`src/rtl/alu_issue_arbiter_if.sv`:
```
// Request/response bundle between the two ALU requesters and alu_issue_arbiter.
// Transfer rule: an item moves on a rising clk edge where valid && ready are both high; the
// producer holds its payload stable while valid is high and ready is low, and ready is never
// raised for a side whose valid is low.
interface alu_issue_arbiter_if #(
  parameter int WIDTH = 32,
  parameter int OPW   = 4
);
  logic             req0_valid;
  logic             req0_ready;
  logic [OPW-1:0]   req0_op;
  logic [WIDTH-1:0] req0_a;
  logic [WIDTH-1:0] req0_b;
  logic             req0_setcc;
  logic             req0_usec;

  logic             req1_valid;
  logic             req1_ready;
  logic [OPW-1:0]   req1_op;
  logic [WIDTH-1:0] req1_a;
  logic [WIDTH-1:0] req1_b;
  logic             req1_setcc;
  logic             req1_usec;

  logic             resp_valid;
  logic             resp_ready;
  logic             resp_id;
  logic [WIDTH-1:0] resp_result;
  logic [3:0]       resp_flags;

  // Requester/consumer side
  modport master (
    output req0_valid, req0_op, req0_a, req0_b, req0_setcc, req0_usec,
    output req1_valid, req1_op, req1_a, req1_b, req1_setcc, req1_usec,
    output resp_ready,
    input  req0_ready, req1_ready,
    input  resp_valid, resp_id, resp_result, resp_flags
  );

  // Arbiter side
  modport slave (
    input  req0_valid, req0_op, req0_a, req0_b, req0_setcc, req0_usec,
    input  req1_valid, req1_op, req1_a, req1_b, req1_setcc, req1_usec,
    input  resp_ready,
    output req0_ready, req1_ready,
    output resp_valid, resp_id, resp_result, resp_flags
  );
endinterface

```
`src/rtl/alu_issue_arbiter.sv`:
```
// Round-robin issue of two requesters onto one shared combinational ALU, with latched operands,
// a fixed settle window, registered result/flags and the architectural {C,N,V,Z} register.
module alu_issue_arbiter #(
  parameter int WIDTH       = 32,
  parameter int OPW         = 4,
  parameter int EXEC_CYCLES = 1
) (
  input  logic                 clk,
  input  logic                 rst_n,
  alu_issue_arbiter_if.slave   bus,
  output logic [WIDTH-1:0]     alu_a,
  output logic [WIDTH-1:0]     alu_b,
  output logic                 alu_cin,
  output logic [OPW-1:0]       alu_op,
  input  logic [WIDTH-1:0]     alu_result,
  input  logic                 alu_c,
  input  logic                 alu_n,
  input  logic                 alu_v,
  input  logic                 alu_z,
  output logic [3:0]           cc_flags,
  output logic [1:0]           dbg_state
);

  typedef enum logic [1:0] {
    IDLE = 2'd0,
    EXEC = 2'd1,
    RESP = 2'd2
  } state_t;

  localparam int CW = (EXEC_CYCLES > 1) ? $clog2(EXEC_CYCLES) : 1;
  localparam logic [CW-1:0] CNT_LAST = CW'(EXEC_CYCLES - 1);

  state_t           state;
  logic [CW-1:0]    cnt;
  logic             last_grant;

  logic [OPW-1:0]   lat_op;
  logic [WIDTH-1:0] lat_a;
  logic [WIDTH-1:0] lat_b;
  logic             lat_setcc;
  logic             lat_usec;
  logic             lat_id;

  logic             resp_valid_q;
  logic             resp_id_q;
  logic [WIDTH-1:0] resp_result_q;
  logic [3:0]       resp_flags_q;

  logic             grant0;
  logic             grant1;
  logic             in_idle;

  // On a tie the requester that did not win last time gets the ALU.
  always_comb begin
    grant0  = bus.req0_valid && (!bus.req1_valid || last_grant);
    grant1  = bus.req1_valid && (!bus.req0_valid || !last_grant);
    in_idle = rst_n && (state == IDLE);
  end

  assign bus.req0_ready = in_idle && grant0;
  assign bus.req1_ready = in_idle && grant1;

  assign bus.resp_valid  = resp_valid_q;
  assign bus.resp_id     = resp_id_q;
  assign bus.resp_result = resp_result_q;
  assign bus.resp_flags  = resp_flags_q;

  // The ALU sees only latched values, so its inputs hold still for the whole settle window.
  assign alu_a     = lat_a;
  assign alu_b     = lat_b;
  assign alu_op    = lat_op;
  assign alu_cin   = lat_usec && cc_flags[3];
  assign dbg_state = state;

  always_ff @(posedge clk or negedge rst_n) begin
    if (!rst_n) begin
      state         <= IDLE;
      cnt           <= '0;
      last_grant    <= 1'b1;
      lat_op        <= '0;
      lat_a         <= '0;
      lat_b         <= '0;
      lat_setcc     <= 1'b0;
      lat_usec      <= 1'b0;
      lat_id        <= 1'b0;
      resp_valid_q  <= 1'b0;
      resp_id_q     <= 1'b0;
      resp_result_q <= '0;
      resp_flags_q  <= '0;
      cc_flags      <= '0;
    end else begin
      case (state)
        IDLE: begin
          if (grant1) begin
            lat_op     <= bus.req1_op;
            lat_a      <= bus.req1_a;
            lat_b      <= bus.req1_b;
            lat_setcc  <= bus.req1_setcc;
            lat_usec   <= bus.req1_usec;
            lat_id     <= 1'b1;
            last_grant <= 1'b1;
            cnt        <= '0;
            state      <= EXEC;
          end else if (grant0) begin
            lat_op     <= bus.req0_op;
            lat_a      <= bus.req0_a;
            lat_b      <= bus.req0_b;
            lat_setcc  <= bus.req0_setcc;
            lat_usec   <= bus.req0_usec;
            lat_id     <= 1'b0;
            last_grant <= 1'b0;
            cnt        <= '0;
            state      <= EXEC;
          end
        end

        EXEC: begin
          if (cnt == CNT_LAST) begin
            resp_valid_q  <= 1'b1;
            resp_id_q     <= lat_id;
            resp_result_q <= alu_result;
            resp_flags_q  <= {alu_c, alu_n, alu_v, alu_z};
            if (lat_setcc) begin
              cc_flags <= {alu_c, alu_n, alu_v, alu_z};
            end
            state <= RESP;
          end else begin
            cnt <= cnt + 1'b1;
          end
        end

        RESP: begin
          if (bus.resp_ready) begin
            resp_valid_q <= 1'b0;
            state        <= IDLE;
          end
        end

        default: begin
          resp_valid_q <= 1'b0;
          state        <= IDLE;
        end
      endcase
    end
  end

endmodule

```
`src/flat_wrapper.sv`:
```
// flat-port wrapper written by rule: the top's interface ports become plain ports
module alu_issue_arbiter_flat 
#(
  parameter int WIDTH       = 32,
  parameter int OPW         = 4,
  parameter int EXEC_CYCLES = 1
)
  (clk, rst_n, alu_a, alu_b, alu_cin, alu_op, alu_result, alu_c, alu_n, alu_v, alu_z, cc_flags, dbg_state, bus_req0_valid, bus_req0_op, bus_req0_a, bus_req0_b, bus_req0_setcc, bus_req0_usec, bus_req1_valid, bus_req1_op, bus_req1_a, bus_req1_b, bus_req1_setcc, bus_req1_usec, bus_resp_ready, bus_req0_ready, bus_req1_ready, bus_resp_valid, bus_resp_id, bus_resp_result, bus_resp_flags);
  alu_issue_arbiter_if #(.WIDTH(WIDTH), .OPW(OPW)) bus_i ();
  input  logic clk;
  input  logic rst_n;
  output logic [WIDTH-1:0] alu_a;
  output logic [WIDTH-1:0] alu_b;
  output logic alu_cin;
  output logic [OPW-1:0] alu_op;
  input  logic [WIDTH-1:0] alu_result;
  input  logic alu_c;
  input  logic alu_n;
  input  logic alu_v;
  input  logic alu_z;
  output logic [3:0] cc_flags;
  output logic [1:0] dbg_state;
  input wire logic [$bits(bus_i.req0_valid)-1:0] bus_req0_valid;
  input wire logic [$bits(bus_i.req0_op)-1:0] bus_req0_op;
  input wire logic [$bits(bus_i.req0_a)-1:0] bus_req0_a;
  input wire logic [$bits(bus_i.req0_b)-1:0] bus_req0_b;
  input wire logic [$bits(bus_i.req0_setcc)-1:0] bus_req0_setcc;
  input wire logic [$bits(bus_i.req0_usec)-1:0] bus_req0_usec;
  input wire logic [$bits(bus_i.req1_valid)-1:0] bus_req1_valid;
  input wire logic [$bits(bus_i.req1_op)-1:0] bus_req1_op;
  input wire logic [$bits(bus_i.req1_a)-1:0] bus_req1_a;
  input wire logic [$bits(bus_i.req1_b)-1:0] bus_req1_b;
  input wire logic [$bits(bus_i.req1_setcc)-1:0] bus_req1_setcc;
  input wire logic [$bits(bus_i.req1_usec)-1:0] bus_req1_usec;
  input wire logic [$bits(bus_i.resp_ready)-1:0] bus_resp_ready;
  output wire logic [$bits(bus_i.req0_ready)-1:0] bus_req0_ready;
  output wire logic [$bits(bus_i.req1_ready)-1:0] bus_req1_ready;
  output wire logic [$bits(bus_i.resp_valid)-1:0] bus_resp_valid;
  output wire logic [$bits(bus_i.resp_id)-1:0] bus_resp_id;
  output wire logic [$bits(bus_i.resp_result)-1:0] bus_resp_result;
  output wire logic [$bits(bus_i.resp_flags)-1:0] bus_resp_flags;
  assign bus_i.req0_valid = bus_req0_valid;
  assign bus_i.req0_op = bus_req0_op;
  assign bus_i.req0_a = bus_req0_a;
  assign bus_i.req0_b = bus_req0_b;
  assign bus_i.req0_setcc = bus_req0_setcc;
  assign bus_i.req0_usec = bus_req0_usec;
  assign bus_i.req1_valid = bus_req1_valid;
  assign bus_i.req1_op = bus_req1_op;
  assign bus_i.req1_a = bus_req1_a;
  assign bus_i.req1_b = bus_req1_b;
  assign bus_i.req1_setcc = bus_req1_setcc;
  assign bus_i.req1_usec = bus_req1_usec;
  assign bus_i.resp_ready = bus_resp_ready;
  assign bus_req0_ready = bus_i.req0_ready;
  assign bus_req1_ready = bus_i.req1_ready;
  assign bus_resp_valid = bus_i.resp_valid;
  assign bus_resp_id = bus_i.resp_id;
  assign bus_resp_result = bus_i.resp_result;
  assign bus_resp_flags = bus_i.resp_flags;
  alu_issue_arbiter #(.WIDTH(WIDTH), .OPW(OPW), .EXEC_CYCLES(EXEC_CYCLES)) u_core (.clk(clk), .rst_n(rst_n), .bus(bus_i), .alu_a(alu_a), .alu_b(alu_b), .alu_cin(alu_cin), .alu_op(alu_op), .alu_result(alu_result), .alu_c(alu_c), .alu_n(alu_n), .alu_v(alu_v), .alu_z(alu_z), .cc_flags(cc_flags), .dbg_state(dbg_state));
endmodule
```
`config.mk`:
```
export PLATFORM = sky130hd
export DESIGN_NAME = alu_issue_arbiter_flat
export DESIGN_NICKNAME = d
export VERILOG_FILES = /design/src/rtl/alu_issue_arbiter_if.sv /design/src/rtl/alu_issue_arbiter.sv /design/src/flat_wrapper.sv
export SDC_FILE = /design/constraint.sdc
export NUM_CORES = 1
export LEC_CHECK = 0
export ABC_AREA = 1
export BUFFER_PORTS_ARGS = -buffer_cell sky130_fd_sc_hd__clkbuf_2
export CORE_AREA = 10 10 145 147
export CTS_CLUSTER_DIAMETER = 100
export CTS_CLUSTER_SIZE = 25
export DETAILED_ROUTE_END_ITERATION = 6
export DIE_AREA = 0 0 155 157
export PLACE_DENSITY_LB_ADDON = 0.05
export SLEW_MARGIN = 20
export SYNTH_ARGS = -nofsm -noshare
export SYNTH_HDL_FRONTEND = slang
export SYNTH_SLANG_ARGS = --single-unit
```
`constraint.sdc`:
```
create_clock -name clk -period 1.6 [get_ports clk]
set_clock_uncertainty 0.2 [all_clocks]
set_input_delay 0.24 -clock clk [delete_from_list [all_inputs] [get_ports clk]]
set_output_delay 0.24 -clock clk [all_outputs]
set_load 0.02 [all_outputs]
```
## After elaboration in Yosys (flattened, before gate mapping)

Index checks and enable logic that the tools add are counted.

- Bits of input ports: 181
- Bits in read-only memories: 0
- Register bits after elaboration: 117
- Output and inout bits: 115
- Latch bits: 0
- Logic and storage cells: 65
- RAM bits: 0
- Memories kept: 0

- Magnitude comparators: 0
- Div/mod/pow operators: 0
- Equal/unequal tests: 5
- $mul: 0
- Bitwise gates (word level): 2
- Shifts and indexed selects: 0
- Reductions and logical operators: 20
- $add $sub $neg: 1
- Muxes and demuxes: 23

Operators with widths:

| cell | number |
|---|---|
| 32-bit two-way mux | 4 |
| 1-bit two-way mux | 10 |
| 3-bit AND reduction | 3 |
| 2-bit two-way mux | 4 |
| 4-bit two-way mux | 2 |
| 1-bit logical AND | 6 |
| 2-bit one-hot mux with 3 select lines | 1 |
| 2-bit AND reduction | 3 |
| 2-bit != test (second input constant) | 2 |
| 2-bit nonzero test | 2 |
| 1-bit logical NOT | 3 |
| 3-bit by 1-bit != test with 1-bit output (second input constant) | 1 |
| 1-bit one-hot mux with 3 select lines | 1 |
| 2-bit by 1-bit == test with 1-bit output (second input constant) | 1 |
| 2-bit == test (second input constant) | 1 |
| 2-bit logical NOT | 1 |
| 1-bit logical OR | 2 |
| 1-bit inverter | 2 |
| 1-bit one-hot mux with 2 select lines | 1 |
| 1-bit adder (second input constant) | 1 |

## Logic depth before layout (Yosys ltp)

- Depth after elaboration: 6
- Depth in mapped cells: 7
- Gate-level depth less buffers: 6

## Worst setup path before layout

No wires, ideal clock.

- Path kind: register -> output
- Start: reg u_core.state[0] (netlist: u_core.dbg_state[0])
- End: out bus_req0_ready
- Buffers on the path: 0
- Cell stages (with the launch flop): 4
- Path slack: -0.009 ns
- Data arrival time: 1.169 ns
- Required time: 1.160 ns
- Path through: dfrtp_1 -> inv_2 -> nand2_1 -> nor3_1

- Cells in the longest elaborated chain, start to end: 3

RTL lines:

| what | RTL line | text |
|---|---|---|
| start: declaration | alu_issue_arbiter.sv:33 | `state_t state;` |
| start signal: assignment | alu_issue_arbiter.sv:77 | `state <= IDLE;` |
| start signal: assignment | alu_issue_arbiter.sv:103 | `state <= EXEC;` |
| start signal: assignment | alu_issue_arbiter.sv:113 | `state <= EXEC;` |
| 2-bit logical NOT | alu_issue_arbiter.sv:57 | `in_idle = rst_n && (state == IDLE);` |
| 1-bit logical AND | alu_issue_arbiter.sv:57 |  |
| 1-bit logical AND | alu_issue_arbiter.sv:60 | `assign bus.req0_ready = in_idle && grant0;` |
| end: declaration | flat_wrapper.sv:36 | `output wire logic [$bits(bus_i.req0_ready)-1:0] bus_req0_ready;` |

Every way passes these cells.

## Worst setup path in the final report

- Start: reg u_core.last_grant
- End: out bus_req1_ready

- Cells in the longest elaborated chain, start to end: 4

RTL lines:

| what | RTL line | text |
|---|---|---|
| start: declaration | alu_issue_arbiter.sv:35 | `logic last_grant;` |
| start signal: assignment | alu_issue_arbiter.sv:79 | `last_grant <= 1'b1;` |
| start signal: assignment | alu_issue_arbiter.sv:101 | `last_grant <= 1'b1;` |
| start signal: assignment | alu_issue_arbiter.sv:111 | `last_grant <= 1'b0;` |
| 1-bit logical NOT | alu_issue_arbiter.sv:56 | `grant1 = bus.req1_valid && (!bus.req0_valid \|\| !last_grant);` |
| 1-bit logical OR | alu_issue_arbiter.sv:56 |  |
| 1-bit logical AND | alu_issue_arbiter.sv:56 |  |
| 1-bit logical AND | alu_issue_arbiter.sv:61 | `assign bus.req1_ready = in_idle && grant1;` |
| end: declaration | flat_wrapper.sv:37 | `output wire logic [$bits(bus_i.req1_ready)-1:0] bus_req1_ready;` |

Every way passes these cells.

==> results.yml <==
pwr:
  vdd_drop_max_v: 0.0008477
  power.density_nw_per_um2: 1725
  power.leakage_nw: 5.975
logic_synthesis:
  yosys_register_bits: 116
  postSynthCellCount: 795
  syn_nets: 976
  avgSynthCellArea_um2: 7.163
  synth.distinct_cells: 16
  ys_seq_area_share_pct: 51.00
  synth.cell_area_um2: 5694
  ys_warn_count: 0
route:
  top_layer: "met4"
  met2_length_um: 11850
  drt_pass1_iterations: 4
  viasPerCell: 4.375
  final_antenna_net_count: 0
  wl_met3_um: 1719
  wl_per_cell_um: 15.71
  wl_met1_um: 9797
  vias: 6680
  drc_errors: 0
  routed_wl_um: 23990
  drt-initial-drc-count: 279
floorplan:
  die_w_um: 155
  coreArea_um2: 18330
  ioPinCount: 296
  die_h_um: 157
  dieArea_um2: 24340
  fp-row-count: 50
  initial_utilization_pct: 31.06
outcome:
  failed_checks: "negative setup slack"
  outcome: "finished with violations"
setup_path:
  crit_chain: "nand2_4 > buf_6 > nand4_1 > nor2_2 > buf_6"
  worst-path-buf-inv: 2
  end_kind: "output pin"
  worst-setup-path-type: "flip-flop to output pin"
  cp.required_ps: 1160
  crit_top_cell: "buf_6"
  critPathMaxStageDelay_ps: 560
  arrival_ps: 1420
  critPathMaxFanout: 3
  cp_slowest_cell: "dfstp_2"
  critPathTopFamily: "flip-flops"
  setup.worst_path.start_class: "flip-flop"
hold_path:
  hp-class: "flip-flop to flip-flop"
global_route:
  grt_max_degree: 117
  antenna_found_initial: 1
  grt_pass1_wl_um: 36450
  grt.total_usage_pct: 18.56
  grt_pass1_vias: 7027
  overflow: 0
cts:
  cts_tree: "done"
  ctsRootBufferMaster: "clkbuf_16"
  clk_latency_ps: 400
  clock_path_buffers: 2
  clock-sinks: 116
  cts_buffers: 17
  clk_pin_slew_ps: 60
  htree_levels: 4
sta:
  tightest_slew_ps: 671.8
  max_slew_margin_pct: 55.21
  rsz0062_at_grt: "yes"
  fmax_mhz: 537.2
  final_hold_viol_count: 0
  fin_ws_ps: -261.3
  period_needed_ps: 1861
  drv_slew: 0
  finalCritPeriodShare_pct: 116.3
  hold_slack_ps: 268.8
  setup_viol: 72
cells_and_area:
  syn_to_final_growth_pct: 78.11
  fin_nets: 1460
  drive_above_1_share_pct: 28.87
  final_cells: 1527
  layout.area.seq_um2: 2904
  multi_input_area_um2: 2046
  fill_cells: 1729
place:
  dp.cells: 1306
  post-dp-hpwl_um: 15370
  place_ws_ps: 47.14
  gp_congestion: 0.7883
  port_buffers: 295
job:
  maxCapViolations: 0
==> area by class of cell <==
cell class | instances | share of cell area [%]
Tap cell | 234 | 2.887
Sequential cell | 116 | 28.63
Timing Repair Buffer | 508 | 36.79
Inverter | 153 | 5.662
Clock buffer | 19 | 4.367
Multi-Input combinational cell | 483 | 20.17
Antenna cell | 1 | 0.02467
Clock inverter | 13 | 1.468
==> synthesized netlist by cell type <==
cell type	count	area, um2
nand3_1	140	700.7
clkbuf_1	10	37.54
buf_2	28	140.1
dfstp_2	1	26.28
dfrtp_1	115	2878
nand4_1	1	6.260
nor2_4	1	11.26
nand2_1	323	1212
inv_2	4	15.01
nor2_1	2	7.510
nor2_2	1	6.260
buf_1	5	18.77
nor3_1	1	5.000
o21ai_1	5	25.02
o21ai_0	9	45.04
inv_1	149	559.3
==> worst min-delay path: stages, from the launching register on <==
cell	delay [ps]
dfrtp_1	340
nand2_1	50
nand2_1	50
==> registers in the layout (all words and copies together) (netlist names) <==
| name | count |
|---|---|
| u_core.alu_a | 32 |
| u_core.alu_b | 32 |
| u_core.bus.resp_result | 32 |
| u_core.alu_op | 4 |
| u_core.bus.resp_flags | 4 |
| u_core.cc_flags | 4 |
| u_core.dbg_state | 2 |
| u_core.bus.resp_id | 1 |
| u_core.bus.resp_valid | 1 |
| u_core.last_grant | 1 |
| u_core.lat_id | 1 |
| u_core.lat_setcc | 1 |
| u_core.lat_usec | 1 |
==> path summary, 6_finish.rpt <==
path,slack [ps],startpoint,depth (start not counted),endpoint
min reg2reg,270,u_core.bus.resp_result[20]$_DFFE_PN0P_,2,u_core.bus.resp_result[20]$_DFFE_PN0P_
max,-260,u_core.last_grant$_DFFE_PN1P_,5,bus_req1_ready
max reg2reg,-190,u_core.last_grant$_DFFE_PN1P_,8,u_core.alu_b[29]$_DFFE_PN0P_
max in group asynchronous,340,rst_n,3,u_core.alu_op[1]$_DFFE_PN0P_
min in group asynchronous,320,rst_n,3,u_core.alu_op[3]$_DFFE_PN0P_
min,270,u_core.bus.resp_result[20]$_DFFE_PN0P_,2,u_core.bus.resp_result[20]$_DFFE_PN0P_
==> timing repair <==
action                                 CTS  global route
pin swaps                                2             1
endpoints found under the hold margin  227             0
hold buffers                           178             0
setup endpoints to repair                2            75
cloned                                   0             5
resized for setup                       12             9
setup buffers                            7             1
==> layer usage <==
layer	vias to the layer above	track usage [%]
met2	232	31.32
met3	39	5.813
met1	3062	21.47
met4	0	7.287
li1	3347	-
met5	-	0
==> metrics by stage <==
stage	setup TNS, ps	power (mW)	util [%]	area, um2
3_5_place_dp	0	13.24	41.28	7567
5_1_grt	-15060	18.73	55.33	10140
3_3_place_gp	0	13.19	41.28	7567
2_1_floorplan	0	9.871	-	5699
4_1_cts	-1021	17.61	54.74	10030
6_report	-10120	17.50	55.33	10140
==> power breakdown <==
part | internal (mW) | switching, mW | leakage, nW
combinational | 3.03 | 5.41 | 4.28
sequential | 4.44 | 0.827 | 1.41
clock | 2.35 | 1.44 | 0.281
==> cell usage in the layout, fill, tap and decap left out, drive strengths merged, types with 2 or more instances in the layout <==
master / Yosys / final
nand2: 323 / 323
clkbuf: 10 / 314
dlygate4sd3: 0 / 178
inv: 153 / 156
nand3: 140 / 140
dfrtp: 115 / 115
buf: 33 / 35
o21ai: 14 / 14
clkinv: 0 / 5
nor2: 4 / 4
clkinvlp: 0 / 3
bufinv: 0 / 2
==> logic make-up after synthesis <==
kind of cell	share of synthesized area, %
buf+inv	13.54
flops	51.00
compound gates	1.230
simple gates	34.23
Power figures use the tool's default switching activity.
